--- config.mk ---
export PLATFORM = sky130hd
export DESIGN_NAME = spi_flash_ctrl
export DESIGN_NICKNAME = d
export VERILOG_FILES = /design/src/rtl/spi_flash_ctrl.sv
export SDC_FILE = /design/constraint.sdc
export NUM_CORES = 1
export LEC_CHECK = 0
export BUFFER_PORTS_ARGS = -buffer_cell sky130_fd_sc_hd__buf_2
export CORE_UTILIZATION = 48
export CTS_CLUSTER_SIZE = 24
export DETAILED_ROUTE_END_ITERATION = 6
export PLACE_DENSITY = 0.79
export SYNTH_ARGS = -nofsm -noshare
export SYNTH_HDL_FRONTEND = slang
export SYNTH_SLANG_ARGS = --single-unit
--- constraint.sdc ---
create_clock -name i_clk -period 2.2 [get_ports i_clk]
set_clock_uncertainty 0.05 [all_clocks]
set_input_delay 0.22 -clock i_clk [delete_from_list [all_inputs] [get_ports i_clk]]
set_output_delay 0.22 -clock i_clk [all_outputs]
set_load 0.03 [all_outputs]
--- src/rtl/spi_flash_ctrl.sv ---
// SPI flash command sequencer: expands read / page-program / sector-erase requests
// into WREN, main command and RDSR polling operations for the bit-level driver.
// Optional build macro: SPI_FLASH_CTRL_FAST_READ_EN (0x0B fast read with one dummy byte).
module spi_flash_ctrl #(
  parameter logic [15:0] P_POLL_MAX = 16'd50000,
  parameter logic [15:0] P_POLL_GAP = 16'd64
) (
  input  logic        i_clk,
  input  logic        i_rst_n,
  input  logic [1:0]  i_user_cmd,
  input  logic [23:0] i_user_addr,
  input  logic [8:0]  i_user_len,
  input  logic        i_user_valid,
  output logic        o_user_ready,
  input  logic [7:0]  i_user_wdata,
  input  logic        i_user_wvalid,
  output logic        o_user_wready,
  output logic [7:0]  o_user_rdata,
  output logic        o_user_rvalid,
  output logic        o_user_done,
  output logic        o_user_err,
  output logic [31:0] o_drv_op_data,
  output logic [1:0]  o_drv_op_type,
  output logic [15:0] o_drv_op_data_len,
  output logic [15:0] o_drv_op_clk_len,
  output logic        o_drv_op_valid,
  input  logic        i_drv_op_ready,
  input  logic        i_drv_write_req,
  output logic [7:0]  o_drv_write_data,
  input  logic [7:0]  i_drv_read_data,
  input  logic        i_drv_read_valid,
  output logic [3:0]  o_dbg_state
);
  // Handshakes: a transfer happens on a rising edge where valid and ready are both high;
  // the sender keeps valid and its payload stable until then. The driver drops
  // i_drv_op_ready the cycle after accepting and raises it again when the operation ends.
  typedef enum logic [3:0] {
    S_IDLE, S_WREN, S_WREN_WAIT, S_MAIN, S_MAIN_WAIT, S_POLL, S_POLL_WAIT, S_GAP, S_DONE
  } state_t;

  localparam logic [1:0] CMD_READ = 2'd0, CMD_PROG = 2'd1, CMD_ERASE = 2'd2;
  localparam logic [1:0] T_CMD = 2'd0, T_READ = 2'd1, T_WRITE = 2'd2;
`ifdef SPI_FLASH_CTRL_FAST_READ_EN
  localparam logic [7:0]  OP_READ = 8'h0B;
  localparam logic [15:0] RD_HDR  = 16'd40;
`else
  localparam logic [7:0]  OP_READ = 8'h03;
  localparam logic [15:0] RD_HDR  = 16'd32;
`endif

  state_t      state, state_nxt;
  logic [1:0]  cmd_q;
  logic [23:0] addr_q;
  logic [8:0]  len_q, rd_cnt;
  logic        err_q, underrun_q, stage_full, busy_q;
  logic [7:0]  stage_q;
  logic [15:0] poll_cnt, gap_cnt, data_clks;
  logic [9:0]  page_end;
  logic        reject, busy_now, timeout, rd_strobe, rd_fwd, fill, first_ok;

  assign page_end  = {2'b00, i_user_addr[7:0]} + {1'b0, i_user_len};
  assign reject    = (i_user_cmd == 2'd3)
                  || ((i_user_cmd != CMD_ERASE) && ((i_user_len == 9'd0) || (i_user_len > 9'd256)))
                  || ((i_user_cmd == CMD_PROG) && (page_end > 10'd256));
  assign data_clks = {4'b0000, len_q, 3'b000};
  assign busy_now  = i_drv_read_valid ? i_drv_read_data[0] : busy_q;
  assign timeout   = (poll_cnt >= P_POLL_MAX);
  assign rd_strobe = (state == S_MAIN_WAIT) && (cmd_q == CMD_READ) && i_drv_read_valid;
  assign rd_fwd    = rd_strobe && first_ok;
  assign fill      = i_user_wvalid && !stage_full;

`ifdef SPI_FLASH_CTRL_FAST_READ_EN
  logic dummy_seen;
  assign first_ok = dummy_seen;
  always_ff @(posedge i_clk or negedge i_rst_n) begin
    if (!i_rst_n)            dummy_seen <= 1'b0;
    else if (state == S_DONE) dummy_seen <= 1'b0;
    else if (rd_strobe)       dummy_seen <= 1'b1;
  end
`else
  assign first_ok = 1'b1;
`endif

  always_comb begin
    state_nxt = state;
    case (state)
      S_IDLE:      if (i_user_valid)
                     state_nxt = reject ? S_DONE : ((i_user_cmd == CMD_READ) ? S_MAIN : S_WREN);
      S_WREN:      if (i_drv_op_ready) state_nxt = S_WREN_WAIT;
      S_WREN_WAIT: if (i_drv_op_ready) state_nxt = S_MAIN;
      S_MAIN:      if (i_drv_op_ready) state_nxt = S_MAIN_WAIT;
      S_MAIN_WAIT: if (i_drv_op_ready) state_nxt = (cmd_q == CMD_READ) ? S_DONE : S_POLL;
      S_POLL:      if (i_drv_op_ready) state_nxt = S_POLL_WAIT;
      S_POLL_WAIT: if (i_drv_op_ready) state_nxt = (!busy_now || timeout) ? S_DONE : S_GAP;
      S_GAP:       if (gap_cnt + 16'd1 >= P_POLL_GAP) state_nxt = S_POLL;
      S_DONE:      state_nxt = S_IDLE;
      default:     state_nxt = S_IDLE;
    endcase
  end

  // Op fields are a pure function of state and latched request, so they hold while valid is up.
  always_comb begin
    o_drv_op_valid    = 1'b0;
    o_drv_op_data     = 32'h0;
    o_drv_op_type     = T_CMD;
    o_drv_op_data_len = 16'd0;
    o_drv_op_clk_len  = 16'd0;
    case (state)
      S_WREN: begin
        o_drv_op_valid    = 1'b1;
        o_drv_op_data     = {8'h06, 24'h0};
        o_drv_op_data_len = 16'd8;
        o_drv_op_clk_len  = 16'd8;
      end
      S_MAIN: begin
        o_drv_op_valid    = 1'b1;
        o_drv_op_data_len = 16'd32;
        case (cmd_q)
          CMD_READ: begin
            o_drv_op_data    = {OP_READ, addr_q};
            o_drv_op_type    = T_READ;
            o_drv_op_clk_len = RD_HDR + data_clks;
          end
          CMD_PROG: begin
            o_drv_op_data    = {8'h02, addr_q};
            o_drv_op_type    = T_WRITE;
            o_drv_op_clk_len = 16'd32 + data_clks;
          end
          default: begin
            o_drv_op_data    = {8'h20, addr_q};
            o_drv_op_clk_len = 16'd32;
          end
        endcase
      end
      S_POLL: begin
        o_drv_op_valid    = 1'b1;
        o_drv_op_data     = {8'h05, 24'h0};
        o_drv_op_type     = T_READ;
        o_drv_op_data_len = 16'd8;
        o_drv_op_clk_len  = 16'd16;
      end
      default: ;
    endcase
  end

  always_ff @(posedge i_clk or negedge i_rst_n) begin
    if (!i_rst_n) begin
      state         <= S_IDLE;
      cmd_q         <= 2'd0;
      addr_q        <= 24'h0;
      len_q         <= 9'd0;
      err_q         <= 1'b0;
      underrun_q    <= 1'b0;
      busy_q        <= 1'b0;
      poll_cnt      <= 16'd0;
      gap_cnt       <= 16'd0;
      rd_cnt        <= 9'd0;
      stage_full    <= 1'b0;
      stage_q       <= 8'h0;
      o_user_rvalid <= 1'b0;
      o_user_rdata  <= 8'h0;
    end else begin
      state         <= state_nxt;
      o_user_rvalid <= rd_fwd;
      gap_cnt       <= (state == S_GAP) ? gap_cnt + 16'd1 : 16'd0;
      if ((state == S_IDLE) && i_user_valid) begin
        cmd_q  <= i_user_cmd;
        addr_q <= i_user_addr;
        len_q  <= i_user_len;
        err_q  <= reject;
      end
      if ((state == S_POLL) && i_drv_op_ready) poll_cnt <= poll_cnt + 16'd1;
      if ((state == S_POLL_WAIT) && i_drv_read_valid) busy_q <= i_drv_read_data[0];
      if ((state == S_POLL_WAIT) && i_drv_op_ready && busy_now && timeout) err_q <= 1'b1;
      if (rd_fwd) begin
        o_user_rdata <= i_drv_read_data;
        rd_cnt       <= rd_cnt + 9'd1;
      end
      // A fresh byte wins over a concurrent drain, so the register stays full.
      if (fill) begin
        stage_q    <= i_user_wdata;
        stage_full <= 1'b1;
      end else if (i_drv_write_req) begin
        stage_full <= 1'b0;
      end
      if (i_drv_write_req && !stage_full) underrun_q <= 1'b1;
      if (state == S_DONE) begin
        err_q      <= 1'b0;
        underrun_q <= 1'b0;
        busy_q     <= 1'b0;
        poll_cnt   <= 16'd0;
        rd_cnt     <= 9'd0;
      end
    end
  end

  assign o_user_ready     = (state == S_IDLE);
  assign o_user_wready    = !stage_full;
  assign o_drv_write_data = stage_q;
  assign o_user_done      = (state == S_DONE);
  assign o_user_err       = (state == S_DONE)
                         && (err_q || underrun_q || ((cmd_q == CMD_READ) && (rd_cnt != len_q)));
  assign o_dbg_state      = state;
endmodule

Yosys cells after proc, flatten, opt, wreduce, memory -nomap -nowiden
Index checks and enable logic that the tools add are counted.
{"block": "totals", "regBits": 101, "inputBits": 58, "out_inout_bits": 92, "word_cells": 116}
{"block": "op_classes", "add_sub_neg": 5, "n_lt_le_gt_ge": 4, "eq_ne": 21, "mux": 36, "n_reduce_logical": 36}
{"operator": "30-bit case mux with 3 select lines", "n": 1}
{"operator": "30-bit case mux with 2 select lines", "n": 1}
{"operator": "16-bit two-way mux", "n": 3}
{"operator": "4-bit two-way mux", "n": 11}
{"operator": "13-bit case mux with 3 select lines", "n": 1}
{"operator": "16-bit by 1-bit adder with 16-bit output, second input constant", "n": 2}
{"operator": "4-bit case mux with 8 select lines", "n": 1}
{"operator": "9-bit two-way mux", "n": 2}
{"operator": "2-bit inequality test, second input constant", "n": 9}
{"operator": "4-bit by 3-bit == test with 1-bit output, second input constant", "n": 4}
{"operator": "16-bit greater-or-equal comparator, second input constant", "n": 1}
{"operator": "16-bit by 7-bit greater-or-equal comparator with 1-bit output, second input constant", "n": 1}
{"operator": "1-bit logical AND", "n": 14}
{"operator": "6-bit by 12-bit adder with 13-bit output, first input constant", "n": 1}
{"operator": "13-bit two-way mux", "n": 1}
{"operator": "6-bit case mux with 2 select lines", "n": 1}
{"operator": "1-bit two-way mux", "n": 11}
{"operator": "8-bit by 9-bit adder with 10-bit output", "n": 1}
{"operator": "10-bit by 9-bit > comparator with 1-bit output, second input constant", "n": 1}
{"operator": "2-bit nonzero test", "n": 5}
{"operator": "9-bit by 1-bit adder with 9-bit output, second input constant", "n": 1}
{"operator": "9-bit > comparator, second input constant", "n": 1}
{"operator": "9-bit logical NOT", "n": 1}
{"operator": "9-bit inequality test", "n": 1}
{"operator": "15 further kinds", "n": 26}

Longest topological paths before layout
Gate-level depths: netlist of run 1.
{"block": "depth", "word_depth": 8, "mapped_depth": 10}

Worst setup path before layout of run 1
No wires, ideal clock.
{"block": "synth_path", "path_type": "reg2reg", "start": "reg state[1], in the netlist o_dbg_state[1]", "end": "reg len_q[0]", "t_arrival_ns": 2.924, "setup_slack_ns": -0.899, "stages_incl_launch_ff": 7, "period_less_slack_ns": 3.099, "cell_sequence": "dfrtp_1 > clkbuf_1 > nor4_1 > nand2_1 > clkbuf_1 > clkbuf_1 > mux2_2"}
{"block": "synth_between", "elab_chain_len": 2}
{"element": "start: declaration", "line": "51", "source": "state_t state, state_nxt;"}
{"element": "start signal: assignment", "line": "163", "source": "state <= state_nxt;"}
{"element": "4-bit logical NOT"}
{"element": "net o_user_ready", "line": "14", "source": "output logic o_user_ready,"}
{"element": "1-bit logical AND", "line": "166", "source": "if ((state == S_IDLE) && i_user_valid) begin"}
{"element": "end signal: assignment", "line": "169", "source": "len_q <= i_user_len;"}
{"element": "end: declaration", "line": "54", "source": "logic [8:0] len_q, rd_cnt;"}
The timed path passes the listed nets, and every way through them passes these cells.
A chain may end at the register's enable or synchronous reset.

Worst setup path after layout of run 1
{"block": "layout_path", "start": "reg rd_cnt[3]", "end": "out o_user_err"}
{"block": "layout_between", "elab_chain_len": 4}
{"element": "start: declaration", "line": "54"}
{"element": "start signal: assignment", "line": "177", "source": "rd_cnt <= rd_cnt + 9'd1;"}
{"element": "9-bit inequality test", "line": "202", "source": "&& (err_q || underrun_q || ((cmd_q == CMD_READ) && (rd_cnt != len_q)));"}
{"element": "1-bit logical AND", "line": "202"}
{"element": "1-bit logical OR", "line": "202"}
{"element": "1-bit logical AND", "line": "202"}
{"element": "end: declaration", "line": "21", "source": "output logic o_user_err,"}
No other way between the ends.

==> results of run 1 <==
flip-flops by register name, indices dropped and copies added (netlist names):
signal / cells
err_q: 1
stage_full: 1
poll_cnt: 16
o_user_rvalid: 1
o_drv_write_data: 8
rd_cnt: 9
len_q: 9
o_dbg_state: 4
busy_q: 1
gap_cnt: 16
addr_q: 24
underrun_q: 1
o_user_rdata: 8
cmd_q: 2
worst min path at each step:
stage	end	from	slack (ns)
detailed placement	poll_cnt[7]	i_rst_n	0.12
global placement	poll_cnt[7]	i_rst_n	0.11
floorplan	addr_q[0]	i_rst_n	-0.13
CTS	o_drv_write_data[1]	i_user_wdata[1]	0.04
global route	o_drv_write_data[7]	i_user_wdata[7]	0.04
finish	o_drv_write_data[1]	i_user_wdata[1]	0.04
power by group:
part | internal, W | switching [W] | total [W] | leakage (nW)
clock network | 0.000887 | 0.000691 | 0.00158 | 0.140
registers | 0.00241 | 0.000391 | 0.00280 | 1.28
logic | 0.00158 | 0.00227 | 0.00384 | 2.12
total | 0.00487 | 0.00335 | 0.00823 | 3.54
timing repair:
action,CTS,global route
endpoints found under the hold margin,27,0
hold buffers,2,0
buffers inserted,4,6
resized for setup,10,40
setup endpoints to repair,41,37
pin swaps,2,10
cell families (layout without fill, tap and decap cells):
logic type      Yosys count  count (layout)  synth area share
buf+inv                  65             226           0.06004
simple gates            208             208            0.1885
fa+ha+maj                14              14           0.03223
mux                      51              51            0.1007
other cells               1              25         0.0006616
flops                   101             101            0.4459
xor+xnor                 50              50           0.07726
compound gates           81              81           0.09471
routing by layer:
layer  up-vias  share of wire
met5         -              0
met4         0          0.029
met3        29          0.040
met2       145           0.51
met1      2315           0.42
li1       2307              -
cells in the final DEF, fill, tap and decap left out, types with 4 or more instances in the layout:
master | netlist | layout
a21oi_1 | 22 | 20
and2_1 | 26 | 26
buf_2 | 1 | 121
buf_4 | 25 | 62
clkbuf_16 | 0 | 9
conb_1 | 1 | 24
dfrtp_1 | 101 | 94
dfrtp_2 | 0 | 7
ha_1 | 13 | 12
inv_1 | 19 | 18
mux2_2 | 48 | 48
nand2_1 | 29 | 28
nand3_1 | 22 | 20
nand4_1 | 11 | 11
nor2_1 | 68 | 63
nor2_2 | 0 | 4
nor3_1 | 8 | 6
nor4_1 | 9 | 5
o21a_1 | 5 | 5
o21ai_0 | 16 | 16
or3_1 | 9 | 8
xnor2_1 | 16 | 16
xor2_1 | 34 | 34
cell type report:
| cell class | count | area [um2] | share of cell area |
|---|---|---|---|
| multi-input combinational | 428 | 3112 | 0.4220 |
| sequential | 101 | 2536 | 0.3440 |
| timing repair buffer | 191 | 1177 | 0.1597 |
| clock buffer | 11 | 232.7 | 0.03156 |
| tap | 143 | 178.9 | 0.02427 |
| inverter | 19 | 73.82 | 0.01001 |
| clock inverter | 5 | 60.06 | 0.008145 |
| antenna | 1 | 2.502 | 0.0003394 |
through the flow:
step                      setup TNS (ns)  cells    util  worst slack, ns  hold slack [ns]
after floorplan                 -0.03823    594       -         -0.03823          -0.1256
after global placement           -0.5230    870  0.5899          -0.2011           0.1057
after detailed placement          -1.133    870  0.5899          -0.4366           0.1200
after CTS                        -0.1121    892  0.6232          -0.1121          0.03752
after global routing             -0.3097    899  0.6430          -0.1927          0.04224
final                           -0.06163    899  0.6430         -0.06163          0.04105
==> impl_results.md, run 1 <==
* Status: finished, violations left
* Violated checks: negative setup slack
* Most frequent cell after synthesis: dfrtp_1
* CP Cell Sequence: xor2_1, nor4_2, nand4_1, o31a_1, o31a_1, buf_6
* Reg2Reg Setup Slack at 0.06 ns
* Core footprint at 0.01147 mm2
* Final net count at roughly 820
* Worst-Margin Slew at 0.7253 ns
* Power per Cell Area at around 1100 mW/mm2
* CTS sink cnt at 101
* Worst Setup End Kind: primary output
* CTS max path bufs at 2
* Peak VDD IR at 0.9685 mV
* CP bufs+invs at 1
* Crit path to: o_user_err
* Worst R2R Path Depth at 9
* Chip height at 110.7 um
* Global-route wire length before repair at 22,120 um
* Largest area contributor in the netlist: dfrtp_1
* Cell Rows at 39
* Final Max Slew Viols at 0
* Synth area leaders: dfrtp_1 45%, mux2_2 9.5%, xor2_1 5.3%, nor2_1 4.5%, buf_4 3.3%
* Slew Limit Headroom at 0.5155
* Number of synthesized flops with an enable pin at 0
* Drt pass-1 iters at 4
* CTS Buf Count at 9
* Final wirelength at roughly 14,000 um
* Starting DRT DRC Count at 198
* RD Place Congestion at 0.8552
* TritonCTS clock tree: done
* Register bit total from synthesis at 101
* Via count at 4,796
* Req. time, crit path at between 1.5 and 2 ns
* Top_reg_cell synth: dfrtp_1
* Ports at 150
* Clk root buf: clkbuf_16
* Slowest-stage cell, CP: dfrtp_2
* Crit path max-delay family: compound AO/OA/AOI/OAI gates
* Register area share after synthesis at 0.4459
* M3 GR Usage at 0.03280
* RSZ-0062 raised after global routing: true
* Crit share post-route at 1.028
* Post-synth cell types at 60
* Grt total ovfl at 0
* Worst Hold Class: in -> reg
* Reg2reg start: gap_cnt[0]
* GRT Resource Usage Total at 0.2237
* Worst reg2reg path endpoint: o_dbg_state[1]
* Achievable clock frequency at 442.2 MHz
* Via density at 5.335
* M2 GR Usage at 0.3768
* Clock latency on the worst-skew pair at 0.35 ns
* Mapped Area at roughly 0.0057 mm2
* Area Overhead vs Synth at 30.09%
* Dpl cell area at 0.006764 mm2
* Mean area per synthesized cell at between 9 and 10 um2
* Syn Inst Count at ~570
* Most used cell, CP: o31a_1
* Die X at between 100 and 150 um
* Endpoints failing setup at 1
* PortBufs at ~130
* Antenna violations before repair at 1
* Setup crit start kind: register
* Post-DP HPWL at 9960 um
* Top cells by count, synth: 101 x dfrtp_1, 68 x nor2_1, 48 x mux2_2
* DRC errors left at 0
* Tot Pwr at 0.008225 W
* Worst Path Max Fanout at 3
* Vias in the first global route at 4,717
* Cell area after layout at 0.007373 mm2
* Fin. Hold Viols at 0
* Worst Path Arrival at 1.99 ns
* Worst setup margin at -0.06163 ns
* Cell count along the critical path at 6
* Share of layout cells above drive strength 1 at 0.3934
* H-tree Lvls at 3
* Max-cap violations at 0
* Async SR Flop Fraction at 1.000
* Die ar. at ~0.012 mm2
* Gr busiest metal: met2
* Worst setup path start: rd_cnt[3]
* YS warnings at 0
* P_leak at 3.542 nW
* Top-area cell type share of the netlist area at 0.4459
* WHS Path Cells at 2
* Met1 Resource Use GR at 0.2801
* Reg clk slew, reported paths at 0.07 ns
* Slowest stage delay, CP at 0.42 ns
* Initial core utilization at 0.4943
* ANT nets after route at 0
* Wire per inst at 15.17 um
* Largest net degree at the start of global routing at 45
* Crit Path Class: reg -> out
* Fillers at between 800 and 900
* Tmin final at 2.262 ns
No activity file was read; power rests on OpenSTA's default activity.
==> run 2, diff against run 1 <==
--- a/config.mk
+++ b/config.mk
@@ -9,2 +9,3 @@
 export CORE_UTILIZATION = 48
+export CTS_BUF_LIST = sky130_fd_sc_hd__clkbuf_4 sky130_fd_sc_hd__clkbuf_8 sky130_fd_sc_hd__clkbuf_16
 export CTS_CLUSTER_SIZE = 24
==> constraint.sdc (replaced) <==
create_clock -name i_clk -period 2.2 [get_ports i_clk]
set_clock_uncertainty 0.05 [all_clocks]
set_input_delay 0.44 -clock i_clk [delete_from_list [all_inputs] [get_ports i_clk]]
set_output_delay 0.44 -clock i_clk [all_outputs]
set_load 0.03 [all_outputs]
==> run 2 against run 1 <==
Combinational power increased by 22%. Non-clock buffer count increased by 15. Wire length up 17%. Critical path type unchanged. Core utilization grew 6.3 points. Count of clock-buffer cells in the layout down 1. The run still ends with negative setup slack left. Maximum frequency shrank 14%. Die area unchanged. Largest cell class unchanged. Cell area grew 9.8%. Sequential power increased by 3%. Hold slack lost 0.021 ns. Setup slack worse by 0.37 ns. Global-route usage up 2.4 points.
==> impl_results.md, run 2 (synthesis gave the netlist of run 1 again) <==
* Status: finished, violations left
* Violated checks: negative setup slack
* Worst Path Arrival at about 2.1 ns
* Post-DP HPWL at 10,500 um
* Hold Worst Slack at 0.02024 ns
* Endpoints failing setup at 27
* Most frequent cells in the layout: 93 x dfrtp_1, 81 x buf_2, 73 x buf_4
* Grt total ovfl at 0
* Req. time, crit path at 1.71 ns
* PortBufs at 125
* Vias in the first global route at 5,126
* Drt pass-1 iters at 5
* Tot Pwr at 0.009359 W
* Largest Register: addr_q
* Fillers at 778
* P_leak at about 3.7 nW
* Ports at 150
* Area occupied by multi-input gates at roughly 0.0034 mm2
* Worst setup margin at -0.4286 ns
* Global-route wire length before repair at 24,350 um
* Most common cell after layout, fill and taps aside: dfrtp_1
* Reg clk slew, reported paths at 0.07 ns
* Worst Hold Class: in -> async
* Largest register FFs at 24
* Core Util, Final at 0.7062
* CTS sink cnt at 101
* Wire per inst at ~18 um
* Top Registers: addr_q x24, gap_cnt x16, poll_cnt x16
* Largest net degree at the start of global routing at 41
* Crit share post-route at 1.195
* GRT Resource Usage Total at 0.2474
* Core footprint at 0.01147 mm2
* Tmin final at 2.629 ns
* Final net count at 837
* RSZ-0062 raised after global routing: true
* Worst Setup End Kind: primary output
* TritonCTS clock tree: done
* Chip height at 110.7 um
* Antenna violations before repair at 1
* Fin. Hold Viols at 0
* Final Max Slew Viols at 0
* Starting DRT DRC Count at 204
* Worst Path Max Fanout at 2
* Post-CTS Hold Fix Bufs at 0
* Via density at 5.570
* CTS max path bufs at 2
* Peak VDD IR at approximately 0.93 mV
* Area Overhead vs Synth at 42.87%
* Clock latency on the worst-skew pair at 0.36 ns
* Worst R2R Path Depth at 7
* Share of layout cells above drive strength 1 at 0.4779
* Setup TNS at -1.016 ns
* Die X at 110.7 um
* CTS Buf Count at 9
* Register Area at 0.002537 mm2
* Cell Rows at 39
* Worst-Margin Slew at ~0.7 ns
* ANT nets after route at 0
* Crit Path Class: reg -> out
* RD Place Congestion at between 0.8 and 0.9
* Reg2Reg Setup Slack at -0.10 ns
* H-tree Lvls at 3
* Clk root buf: clkbuf_16
* Die ar. at 0.01225 mm2
* DRC errors left at 0
* Non-filler instance count after layout at 914
* Setup crit start kind: register
* Max-cap violations at 0
* Final wirelength at between 15,000 and 20,000 um
* Slew Limit Headroom at 0.5278
* Achievable clock frequency at around 380 MHz
* Placed Cells incl. Taps at 879
* Initial core utilization at 0.4943
* Power per Cell Area at 1156 mW/mm2
* Via count at 5,091
[run 2: changes by cell type in the layout (fill, tap and decap cells not counted), sizes merged]
cell and delta:
clkinv -2, buf +17, clkinvlp +1, inv +1, bufinv +1, dlygate4sd3 -2, clkbuf -1
[run 2: area by class of cell]
class | count | area share
flip-flops and latches | 101 | 0.3133
inverters | 19 | 0.009734
diodes | 1 | 0.0003090
clock buffers | 10 | 0.02951
clock inverters | 6 | 0.01143
multi-input cells | 428 | 0.4149
well taps | 143 | 0.02210
repair buffers | 206 | 0.1987
[run 2: metrics by stage]
step                      worst slack, ns  cell area, um2
after global placement            -0.3118            6908
after global routing              -0.5160            8098
after CTS                         -0.3723            7537
after detailed placement          -0.4933            6908
after floorplan                  -0.03826            5886
final                             -0.4286            8098
[run 2: routing by layer]
layer  vias to the layer above  wire [um]  global-route usage
met5                         -          0                   0
met4                         0        450              0.1013
met3                        42        737             0.03991
met2                       186       8405              0.4294
met1                      2524       6404              0.3064
li1                       2339          -                   -
[run 2: power by group]
group / switching (W) / internal [W]
registers: 0.000481 / 0.00241
logic: 0.00259 / 0.00210
clock network: 0.000740 / 0.00104
[run 2: worst max-delay path, cell delays in order, from the launching register on]
cell	delay [ns]
dfrtp_1	0.40
xor2_1	0.18
nor4_1	0.39
nand4_1	0.14
o31a_1	0.25
o31a_1	0.26
buf_6	0.15
[run 2: path summary, 6_finish.rpt]
| kind | start | to |
|---|---|---|
| min in group i_clk | i_drv_write_req | stage_full |
| hold reg to reg | o_user_rdata[1] | o_user_rdata[1] |
| max in group asynchronous | i_rst_n | len_q[2] |
| setup reg to reg | o_dbg_state[2] | poll_cnt[15] |
| hold / removal | i_rst_n | poll_cnt[7] |
| setup / recovery | len_q[3] | o_user_err |
[run 2: what timing repair did]
action | CTS | global route
resized for setup | 78 | 122
gates cloned | 0 | 3
buffers inserted | 7 | 9
setup endpoints to repair | 42 | 51
pin swaps | 7 | 45
==> run 3, diff against run 2 <==
- CORE_UTILIZATION: 48 -> 45
- PLACE_DENSITY: 0.79 -> 0.75
==> run 3 against run 2 <==
Count of clock-buffer cells in the layout increased by 1. Core utilization decreased by 5.5 points. Combinational power decreased by 5.1%. Critical path depth unchanged. Sequential share of layout area increased by 0.73 points. Non-clock buffer count increased by 12. Flip-flop and latch count unchanged. The flow finishes with violations (negative hold slack, negative setup slack). Global-route usage decreased by 2.0 points. Setup slack improved by 0.047 ns. Critical path type unchanged. Hold slack got worse by 0.022 ns. Via count decreased by 1.4%.
==> impl_results.md, run 3 (synthesis gave the netlist of run 1 again) <==
* Status: finished, violations left
* CTS sink cnt at 101
* Diode count at 0
* Die X at approximately 110 um
* Worst Hold Class: in -> async
* Tmin final at ~2.6 ns
* DRC errors left at 0
* Worst-Margin Slew at 0.6836 ns
* Register Area at 0.002537 mm2
* Most common cell after layout, fill and taps aside: buf_4
* Final wirelength at 15,200 um
* Core Util, Final at 0.6507
* Req. time, crit path at ~1.7 ns
* Share of layout cells above drive strength 1 at 0.4712
* Crit path max-delay family: compound AO/OA/AOI/OAI gates
* Starting DRT DRC Count at 191
* Slowest-stage cell, CP: dfrtp_1
* RD Place Congestion at about 0.88
* PortBufs at around 130
* Clock latency on the worst-skew pair at 0.36 ns
* Antenna violations before repair at 0
* Tot Pwr at approximately 0.009 W
* Post-DP HPWL at 10,250 um
* Cell Rows at 40
* Largest register FFs at 24
* ANT nets after route at 0
* Die ar. at 0.01305 mm2
* Setup crit start kind: register
* Area Overhead vs Synth at 39.62%
* Most frequent cells in the layout: 111 x buf_4, 93 x dfrtp_1, 83 x buf_2
* Global-route wire length before repair at 22,910 um
* Clk root buf: clkbuf_16
* Achievable clock frequency at 387.3 MHz
* TritonCTS clock tree: done
* Fillers at 918
* Post-CTS Hold Fix Bufs at 0
* Largest Register: addr_q
* Via count at 5,020
* Chip height at 114.2 um
* Top Registers: addr_q x24, gap_cnt x16, poll_cnt x16
* GRT Resource Usage Total at 0.2270
* Drt pass-1 iters at 4
* Final net count at 849
* Core footprint at 0.01216 mm2
* Pre-CTS WS at -0.3760 ns
* H-tree Lvls at 3
* Slowest stage delay, CP at around 0.43 ns
* Vias in the first global route at between 4,000 and 5,000
* Violated checks: negative hold slack, negative setup slack
* CTS Buf Count at 9
* Fin. Hold Viols at 2
* RSZ-0062 raised after global routing: true
* P_leak at 3.700 nW
* Reg clk slew, reported paths at 0.07 ns
* Worst Path Max Fanout at 3
* Endpoints failing setup at 5
* Dpl cell area at approximately 0.007 mm2
* Most used cell, CP: o31a_1
* Power per Cell Area at 1120 mW/mm2
* Cell area after layout at ~0.008 mm2
* CP Cell Sequence: xor2_1, nor4_1, nand4_1, o31a_1, o31a_1, buf_6
* Grt total ovfl at 0
* Crit Path Class: reg -> out
* Initial core utilization at 0.4660
* Slew Limit Headroom at 0.5433
* Max-cap violations at 0
* Ports at 150
* Area occupied by multi-input gates at 0.003253 mm2
* Largest net degree at the start of global routing at between 40 and 50
* CTS max path bufs at 2
* Worst Path Arrival at 2.09 ns
* CP bufs+invs at 1
* Via density at 5.290
* Peak VDD IR at 0.5507 mV
* Crit share post-route at 1.174
* Hold Worst Slack at -0.001815 ns
* Worst setup margin at -0.3821 ns
* Wire per inst at approximately 16 um
* Final Max Slew Viols at 0
* Worst Setup End Kind: primary output
==> run 3: final timing paths <==
kind | start | slack, ns | depth (start not counted) | end
worst max-delay path | len_q[0] | -0.38 | 6 | o_user_err
worst min-delay path | i_rst_n | -0.002 | 1 | poll_cnt[7]
worst max register to register | o_dbg_state[3] | -0.04 | 6 | poll_cnt[15]
worst min register to register | addr_q[6] | 0.45 | 1 | addr_q[6]
max in group asynchronous | i_rst_n | 1.42 | 2 | len_q[2]
min in group i_clk | i_drv_write_req | 0.23 | 2 | stage_full
==> run 3: cell type report <==
type | instances | share of cell area
multi-input cells | 428 | 0.4111
flip-flops and latches | 101 | 0.3206
repair buffers | 218 | 0.1962
clock buffers | 11 | 0.03194
well taps | 168 | 0.02656
inverters | 19 | 0.009328
clock inverters | 4 | 0.004269
==> run 3: metal layers <==
metal / vias up / global-route usage / share of wire
met5: - / 0 / 0
met3: 41 / 0.02700 / 0.042
met1: 2446 / 0.2776 / 0.40
met2: 170 / 0.3887 / 0.52
li1: 2363 / - / -
met4: 0 / 0.1307 / 0.037
==> run 3: stage by stage <==
step	instances	TNS, ns
after global routing	949	-1.446
after CTS	938	-0.3283
final	949	-0.6215
after floorplan	594	-0.2719
after detailed placement	906	-1.144
after global placement	906	-0.8733
==> run 3: where the power goes <==
| part | leakage (nW) | total (W) | switching [W] | internal (W) |
|---|---|---|---|---|
| sequential | 1.28 | 0.00287 | 0.000452 | 0.00241 |
| clock | 0.138 | 0.00154 | 0.000714 | 0.000829 |
| combinational | 2.28 | 0.00445 | 0.00250 | 0.00195 |
| total | 3.70 | 0.00886 | 0.00367 | 0.00519 |
==> run 3: repair_timing <==
action | 4_1_cts | 5_1_grt
setup buffers | 16 | 13
gates resized for setup | 40 | 111
pin swaps | 7 | 25
endpoints found under the setup margin | 42 | 48
gates cloned | 1 | 0
